===== src/rtl/link_watchdog.sv =====
// link_watchdog: receive-activity watchdog that pulses a reset request to the reset sequencer.
// Define LINK_WDT_ERR_TRIG_EN to also request a reset after ERR_LIMIT consecutive rx_err cycles.
module link_watchdog #(
    parameter logic [19:0] TIMEOUT   = 20'h40000,
    parameter int          PULSE_LEN = 16,
    parameter logic [19:0] HOLDOFF   = 20'h30000,
    parameter logic [7:0]  ERR_LIMIT = 8'd64
) (
    input  logic       clk,
    input  logic       rstn,
    input  logic       rgmii_rstn,
    input  logic       mac_rst,
    input  logic       rx_heartbeat,
    input  logic       rx_err,
    output logic       rst_req_n,
    output logic       link_ok,
    output logic [7:0] req_count
);
    typedef enum logic [1:0] {WAIT = 2'b00, ARMED = 2'b01, REQ = 2'b10, HOLD = 2'b11} state_t;
    // Zero-length pulse or holdoff behaves as a single cycle.
    localparam logic [19:0] TO_LAST = TIMEOUT - 20'd1;
    localparam logic [19:0] PL_LAST = (PULSE_LEN > 1) ? 20'(PULSE_LEN - 1) : 20'd0;
    localparam logic [19:0] HO_LAST = (HOLDOFF > 20'd1) ? HOLDOFF - 20'd1 : 20'd0;
    state_t      state;
    logic [19:0] cnt;
    logic [2:0]  sync;
    logic        activity, abort, timeout, err_hit, trig;

    always_ff @(posedge clk or negedge rstn)
        if (!rstn) sync <= '0;
        else sync <= {sync[1:0], rx_heartbeat};

    assign activity = sync[1] ^ sync[2];
    assign abort    = mac_rst || !rgmii_rstn;
    assign timeout  = !activity && cnt == TO_LAST;
    assign trig     = timeout || err_hit;

`ifdef LINK_WDT_ERR_TRIG_EN
    logic [7:0] err_cnt;
    assign err_hit = rx_err && err_cnt + 8'd1 == ERR_LIMIT;
    always_ff @(posedge clk or negedge rstn)
        if (!rstn) err_cnt <= '0;
        else err_cnt <= (state == ARMED && !abort && !trig && rx_err) ? err_cnt + 8'd1 : '0;
`else
    logic err_unused;
    assign err_hit    = 1'b0;
    assign err_unused = rx_err;
`endif

    always_ff @(posedge clk or negedge rstn) begin
        if (!rstn) begin
            state     <= WAIT;
            cnt       <= '0;
            rst_req_n <= 1'b1;
            link_ok   <= 1'b0;
            req_count <= '0;
        end else begin
            case (state)
                WAIT: if (!abort) begin
                    state   <= ARMED;
                    link_ok <= 1'b1;
                end
                ARMED: if (abort) begin
                    state   <= WAIT;
                    link_ok <= 1'b0;
                    cnt     <= '0;
                end else if (trig) begin
                    state     <= REQ;
                    link_ok   <= 1'b0;
                    rst_req_n <= 1'b0;
                    cnt       <= '0;
                    req_count <= (req_count == 8'hff) ? req_count : req_count + 8'd1;
                end else begin
                    cnt <= activity ? '0 : cnt + 20'd1;
                end
                REQ: if (cnt == PL_LAST) begin
                    state     <= HOLD;
                    rst_req_n <= 1'b1;
                    cnt       <= '0;
                end else begin
                    cnt <= cnt + 20'd1;
                end
                HOLD: if (cnt == HO_LAST) begin
                    state <= WAIT;
                    cnt   <= '0;
                end else begin
                    cnt <= cnt + 20'd1;
                end
            endcase
        end
    end
endmodule


===== config.mk =====
export PLATFORM = sky130hd
export DESIGN_NAME = link_watchdog
export DESIGN_NICKNAME = d
export VERILOG_FILES = /design/src/rtl/link_watchdog.sv
export SDC_FILE = /design/constraint.sdc
export NUM_CORES = 1
export LEC_CHECK = 0
export CAP_MARGIN = 10
export CELL_PAD_IN_SITES_DETAIL_PLACEMENT = 1
export CELL_PAD_IN_SITES_GLOBAL_PLACEMENT = 1
export CORE_MARGIN = 3
export CORE_UTILIZATION = 30
export DETAILED_ROUTE_END_ITERATION = 10
export PLACE_DENSITY = 0.56
export SYNTH_ARGS = -nofsm -noshare
export SYNTH_HDL_FRONTEND = slang
export SYNTH_SLANG_ARGS = --single-unit

===== constraint.sdc =====
create_clock -name clk -period 3 [get_ports clk]
set_input_delay 0.6 -clock clk [delete_from_list [all_inputs] [get_ports clk]]
set_output_delay 0.6 -clock clk [all_outputs]
set_load 0.02 [all_outputs]

==> results of run 1 <==
[synth_stat cells]
| cell | instances |
|---|---|
| dfrtp_1 | 34 |
| nand2_1 | 19 |
| o21ai_0 | 15 |
| nor2_1 | 12 |
| a21oi_1 | 11 |
| inv_1 | 11 |
| nand3_1 | 11 |
| nor3_1 | 11 |
| nand4_1 | 10 |
| xnor2_1 | 7 |
| or3_1 | 6 |
| a22o_1 | 4 |
| or4_1 | 4 |
| and3_1 | 3 |
| and4_1 | 3 |
| mux2_2 | 3 |
| o21ai_1 | 3 |
| xor2_1 | 3 |
| a21o_1 | 2 |
| and4_4 | 2 |
| buf_2 | 2 |
| ha_1 | 2 |
| nand2b_1 | 2 |
| a22o_2 | 1 |
| a22oi_1 | 1 |
| a22oi_2 | 1 |
| a31oi_1 | 1 |
| a32o_1 | 1 |
| and3_4 | 1 |
| buf_6 | 1 |
| clkbuf_1 | 1 |
| dfstp_2 | 1 |
| nand4_2 | 1 |
| nor3b_1 | 1 |
| nor4_4 | 1 |
| o21a_1 | 1 |
| o22ai_1 | 1 |
| o41ai_1 | 1 |
| or2_2 | 1 |
| or2b_2 | 1 |
| or4_4 | 1 |
[sequential cells by signal (all words and copies together), names as in the netlist, named ones only]
signal	count
link_ok	1
state	1
req_count	8
sync	3
rst_req_n	1
cnt	20
[worst paths after layout]
check	startpoint	endpoint	slack [ns]
max reg2reg	cnt[0]$_DFFE_PN0N_	cnt[9]$_DFFE_PN0N_	0.37
min in group asynchronous	rstn	cnt[14]$_DFFE_PN0N_	0.39
min reg2reg	sync[0]$_DFF_PN0_	sync[1]$_DFF_PN0_	0.36
max	cnt[0]$_DFFE_PN0N_	cnt[9]$_DFFE_PN0N_	0.37
min	sync[0]$_DFF_PN0_	sync[1]$_DFF_PN0_	0.36
max in group asynchronous	rstn	sync[2]$_DFF_PN0_	2.11
[cell type report]
type / instances / area, um2
fillers: 698 / 3804
multi-input cells: 148 / 925.9
flip-flops and latches: 35 / 877.1
repair buffers: 17 / 157.7
well taps: 75 / 93.84
clock buffers: 7 / 86.33
inverters: 11 / 41.29
clock inverters: 1 / 5.005
[report_power, final]
part,total (W),switching [W],leakage [nW],internal [W]
registers,0.000501,0.0000162,0.467,0.000485
clock network,0.000352,0.000167,0.0482,0.000185
logic,0.0000591,0.0000359,0.381,0.0000231
[per-layer routing]
| layer | part of all wire [%] | global-route usage (%) | up-vias |
|---|---|---|---|
| met5 | 0 | 0 | - |
| met1 | 51 | 19.04 | 789 |
| met3 | 2.4 | 3.689 | 7 |
| met2 | 45 | 21.57 | 12 |
| li1 | - | - | 764 |
| met4 | 1.5 | 5.180 | 0 |
[critical path: stages, from the launching register on]
cell and delay, ns:
dfrtp_1 0.43, ha_1 0.25, and4_1 0.26, nand4_1 0.13
or4_1 0.50, a22oi_2 0.43, buf_4 0.25, o21ai_1 0.08
a22o_1 0.19
[layout by cell type (no fill, tap or decap), types with 2 or more instances in the layout]
cell type / n
dfrtp_1: 34
nand2_1: 19
o21ai_0: 15
clkdlybuf4s50_1: 13
nor2_1: 12
inv_1: 11
nor3_1: 11
nand3_1: 11
a21oi_1: 11
nand4_1: 10
xnor2_1: 7
or3_1: 6
clkbuf_8: 6
or4_1: 4
a22o_1: 4
and4_1: 3
and3_1: 3
xor2_1: 3
o21ai_1: 3
mux2_2: 3
buf_4: 3
and4_4: 2
nand2b_1: 2
a21o_1: 2
ha_1: 2
[stage by stage]
step	instances	instance area, um2	hold slack, ns
2_1_floorplan	198	1869	0.3044
3_3_place_gp	286	2096	0.3409
3_5_place_dp	286	2096	0.3427
4_1_cts	294	2187	0.3625
5_1_grt	294	2187	0.3706
6_report	294	2187	0.3584
[logic make-up (layout without fill, tap and decap cells)]
group	Yosys count	after routing	share of synthesized area, %
AO/OA/AOI/OAI	43	43	14.12
multiplexers	3	3	1.807
XOR/XNOR	10	10	4.686
buffers and inverters	15	36	3.547
flip-flops	35	35	46.92
adder cells (fa/ha/maj)	2	2	1.338
AND/OR/NAND/NOR	90	90	27.58
==> out/metrics.yaml, run 1 <==
maxSlewViolCount: 0
grt-ovfl-total: 0
yosysTopAreaCellShare_pct: 45.52
wl_um: 4737
rsz0062_at_grt: "false"
cp-end-kind: "flop"
clock_path_buffers: 2
path_clk_slew_ns: 0.07
hold_path_class: "flop to flop"
irDropWorstVdd_v: 0.0002182
yosysWarnings: 0
start_util_pct: 31.20
die_area_mm2: 0.007214
hold_buffers: 0
cts_root_buffer: "clkbuf_8"
hold_violations: 0
coreArea_mm2: 0.005991
worst-path-max-fanout: 10
cts_buffers: 5
finalPower_w: 0.0009123
cts_resized: 0
area_growth_pct: 17.00
yosys-top-cells-area: "dfrtp_1 (46%), o21ai_0 (4.0%), nand2_1 (3.8%)"
routed_via_density: 5.347
clock.fmax_ghz: 0.3799
place_ws_ns: 0.1360
worstSetupPathType: "flop to flop"
antenna_found_initial: 0
insertion_delay_ns: 0.29
syn-cell-area_mm2: 0.001869
crit_arrival_ns: 2.81
fin_worst_skew_ns: 0.006473
die_height_um: 84.94
max_cap_violations: 0
layout.nets: 226
status: "finished clean"
final_util_pct: 36.51
ff2ff_path_depth: 8
syn_inst: 198
fin_ws_ns: 0.3674
io_buffer_count: 14
worstHoldPathCells: 0
drive_gt1_share_pct: 11.42
tightest_slew_ns: 0.9919
finalSetupViolCount: 0
grt_pass1_vias: 1583
diodes: 0
dp_hpwl_um: 3455
period_share_pct: 87.75
clkSinkCount: 35
drc_errors: 0
synth_top_cell_by_area: "dfrtp_1"
power_density_mw_per_mm2: 417.1
max-slew-margin-rel_pct: 33.63
wl_per_cell_um: 16.11
yosysSeqAreaShare_pct: 46.92
synth_nets: 206
drtAntennaViolNets: 0
drt_iter0_drc: 46
row_count: 28
synth_cell_types: 41
grt_pass1_wl_um: 8024
grt.total_usage_pct: 14.03
p_leak_nw: 0.8967
dieWidth_um: 84.94
ys_seq_elements: 35
routabilityCongestion: 0.7588
tritoncts: "yes"
tns_ns: 0
period_needed_ns: 2.633
synth_area_per_cell_um2: 9.441
grt_max_degree: 36
post_cts_buffers: 0
dr.pass1.iters: 4
htree_levels: 2
required_ns: 3.18
startpoint_type: "flop"
io_pins: 16
vias: 1572
Note: power is estimated with default switching activity, not from simulation.
==> run 2, diff against run 1 <==
--- a/config.mk
+++ b/config.mk
@@ -11,6 +11,7 @@
 export CORE_MARGIN = 3
 export CORE_UTILIZATION = 30
 export DETAILED_ROUTE_END_ITERATION = 10
+export MAX_ROUTING_LAYER = met4
 export PLACE_DENSITY = 0.56
 export SYNTH_ARGS = -nofsm -noshare
 export SYNTH_HDL_FRONTEND = slang
==> run 2 against run 1 <==
- clock skew about the same
- first-iteration DRC count unchanged
- die area unchanged
- sequential power about the same
- core utilization unchanged
- global-route usage up 0.42 points
- hold slack about the same
- sequential cell count unchanged
- cell area unchanged
- final cell count unchanged
- critical path type unchanged
- critical endpoint unchanged
- largest cell class unchanged
==> out/metrics.yaml, run 2 (synthesized netlist as in run 1, its figures left out) <==
status: "finished clean"
die_area_mm2: 0.007214  # unchanged
vias: 1572  # unchanged
hold_path_class: "flop to flop"
crit_start: "cnt[0]$_DFFE_PN0N_"
max_cap_violations: 0  # unchanged
drive_gt1_share_pct: 11.42  # unchanged
die_height_um: 84.94  # unchanged
nFillCells: 698  # unchanged
path_clk_slew_ns: 0.07  # about the same
p_leak_nw: 0.8967  # unchanged
seqPwrFrac_pct: 55.0  # about the same
maxSlewViolCount: 0  # unchanged
path_buf_inv: 1  # unchanged
fin_worst_skew_ns: 0.006482  # +0.000008910 ns
pwr-share-clk_pct: 38.6  # about the same
routed_via_density: 5.347  # unchanged
p_int_w: 0.0006934  # about the same
fin_area_mm2: 0.002187  # unchanged
antenna_found_initial: 0  # unchanged
worstSetupPathType: "flop to flop"
startpoint_type: "flop"
placed_area_mm2: 0.002096  # unchanged
drtAntennaViolNets: 0  # unchanged
period_needed_ns: 2.632  # -0.0002180 ns
hold_violations: 0  # unchanged
cp_slowest_cell: "or4_1"
layout_commonest_cell: "dfrtp_1"
wl_per_cell_um: 16.11  # unchanged
insertion_delay_ns: 0.29  # about the same
drt_iter0_drc: 46  # unchanged
start_util_pct: 31.20  # unchanged
worst-path-max-fanout: 10  # unchanged
tritoncts: "yes"
r2r_start: "cnt[0]$_DFFE_PN0N_"
dp_hpwl_um: 3455  # unchanged
area_growth_pct: 17.00  # unchanged
grt_max_degree: 36  # unchanged
hold_buffers: 0  # unchanged
tightest_slew_ns: 0.9919  # +0.00001454 ns
irDropWorstVdd_v: 0.0002182  # unchanged
layout.nets: 226  # unchanged
largest_reg_flops: 20  # unchanged
post_cts_buffers: 0  # unchanged
wl_um: 4737  # unchanged
critPathMaxStageDelay_ns: 0.50  # about the same
crit_arrival_ns: 2.81  # about the same
grt-ovfl-total: 0  # unchanged
final_util_pct: 36.51  # unchanged
layout_common_cells: "dfrtp_1 (34), nand2_1 (19), o21ai_0 (15), clkdlybuf4s50_1 (13), nor2_1 (12)"
cp-end-kind: "flop"
grt_pass1_vias: 1584  # +0.063%
dieWidth_um: 84.94  # unchanged
clkSinkCount: 35  # unchanged
clock.fmax_ghz: 0.3799  # about the same
rsz0062_at_grt: "false"
cts_resized: 0  # unchanged
combPwrFrac_pct: 6.5  # about the same
grt_pass1_wl_um: 8017  # about the same
largest-register: "cnt"
swShare_pct: 24.01  # about the same
io_buffer_count: 14  # unchanged
coreArea_mm2: 0.005991  # unchanged
path_delay_family: "simple AND/OR/NAND/NOR gates"
tns_ns: 0  # unchanged
max-slew-margin-rel_pct: 33.63  # about the same
power.switching_w: 0.0002191  # about the same
required_ns: 3.18  # about the same
grt.total_usage_pct: 14.45  # +0.42 points
finalPower_w: 0.0009124  # about the same
power_density_mw_per_mm2: 417.2  # about the same
io_pins: 16  # unchanged
htree_levels: 2  # unchanged
finalSetupViolCount: 0  # unchanged
routabilityCongestion: 0.7687  # +1.3%
reg_top3: "cnt (20), req_count (8), sync (3)"
crit_chain: "ha_1 -> and4_1 -> nand4_1 -> or4_1 -> a22oi_2 -> buf_4 -> o21ai_1 -> a22o_1"
period_share_pct: 87.75  # about the same
fin_hold_ws_ns: 0.3584  # -0.000003000 ns
drc_errors: 0  # unchanged
diodes: 0  # unchanged
cts_root_buffer: "clkbuf_8"
dr.pass1.iters: 4  # unchanged
cts_buffers: 5  # unchanged
row_count: 28  # unchanged
hold_start: "sync[0]$_DFF_PN0_"
clock_path_buffers: 2  # unchanged
==> run 2: cell counts in the layout (fill, tap and decap cells not counted) <==
No cell type changed its count.
==> run 2: area by class of cell <==
| cell class | count | area, um2 | share of cell area [%] |
|---|---|---|---|
| Clock inverter | 1 | 5.005 | 0.2288 |
| Multi-Input combinational cell | 148 | 925.9 | 42.33 |
| Inverter | 11 | 41.29 | 1.888 |
| Timing Repair Buffer | 17 | 157.7 | 7.208 |
| Tap cell | 75 | 93.84 | 4.291 |
| Sequential cell | 35 | 877.1 | 40.10 |
| Clock buffer | 7 | 86.33 | 3.947 |
==> run 2: metal layers <==
| layer | GRT usage [%] | up-vias | part of all wire (%) |
|---|---|---|---|
| li1 | - | 764 | - |
| met1 | 19.10 | 789 | 51 |
| met2 | 21.57 | 12 | 45 |
| met3 | 3.592 | 7 | 2.3 |
| met4 | 5.180 | 0 | 1.5 |
| met5 | - | - | 0 |
==> run 2: worst paths after layout <==
path / to / slack (ns) / cells after the start
worst min register to register: sync[1]$_DFF_PN0_ / 0.36 / 0
max in group asynchronous: sync[2]$_DFF_PN0_ / 2.11 / 1
min in group asynchronous: cnt[14]$_DFFE_PN0N_ / 0.39 / 1
worst max register to register: cnt[9]$_DFFE_PN0N_ / 0.37 / 8
worst max-delay path: cnt[9]$_DFFE_PN0N_ / 0.37 / 8
worst min-delay path: sync[1]$_DFF_PN0_ / 0.36 / 0
==> run 2: power groups by stage <==
| stage | registers, W | clock network, W | logic (W) |
|---|---|---|---|
| after floorplan | 0.000510 | 0 | 0.0000296 |
| after global placement | 0.000510 | 0 | 0.0000591 |
| after detailed placement | 0.000510 | 0 | 0.0000620 |
| after CTS | 0.000501 | 0.000368 | 0.0000620 |
| after global routing | 0.000506 | 0.000394 | 0.0000683 |
| final | 0.000501 | 0.000352 | 0.0000591 |
==> run 2: metrics by stage <==
stage | cells | worst slack [ns]
global placement | 286 | 0.1972
finish | 294 | 0.3676
detailed placement | 286 | 0.1360
global route | 294 | 0.1346
floorplan | 198 | 0.6794
CTS | 294 | 0.3622
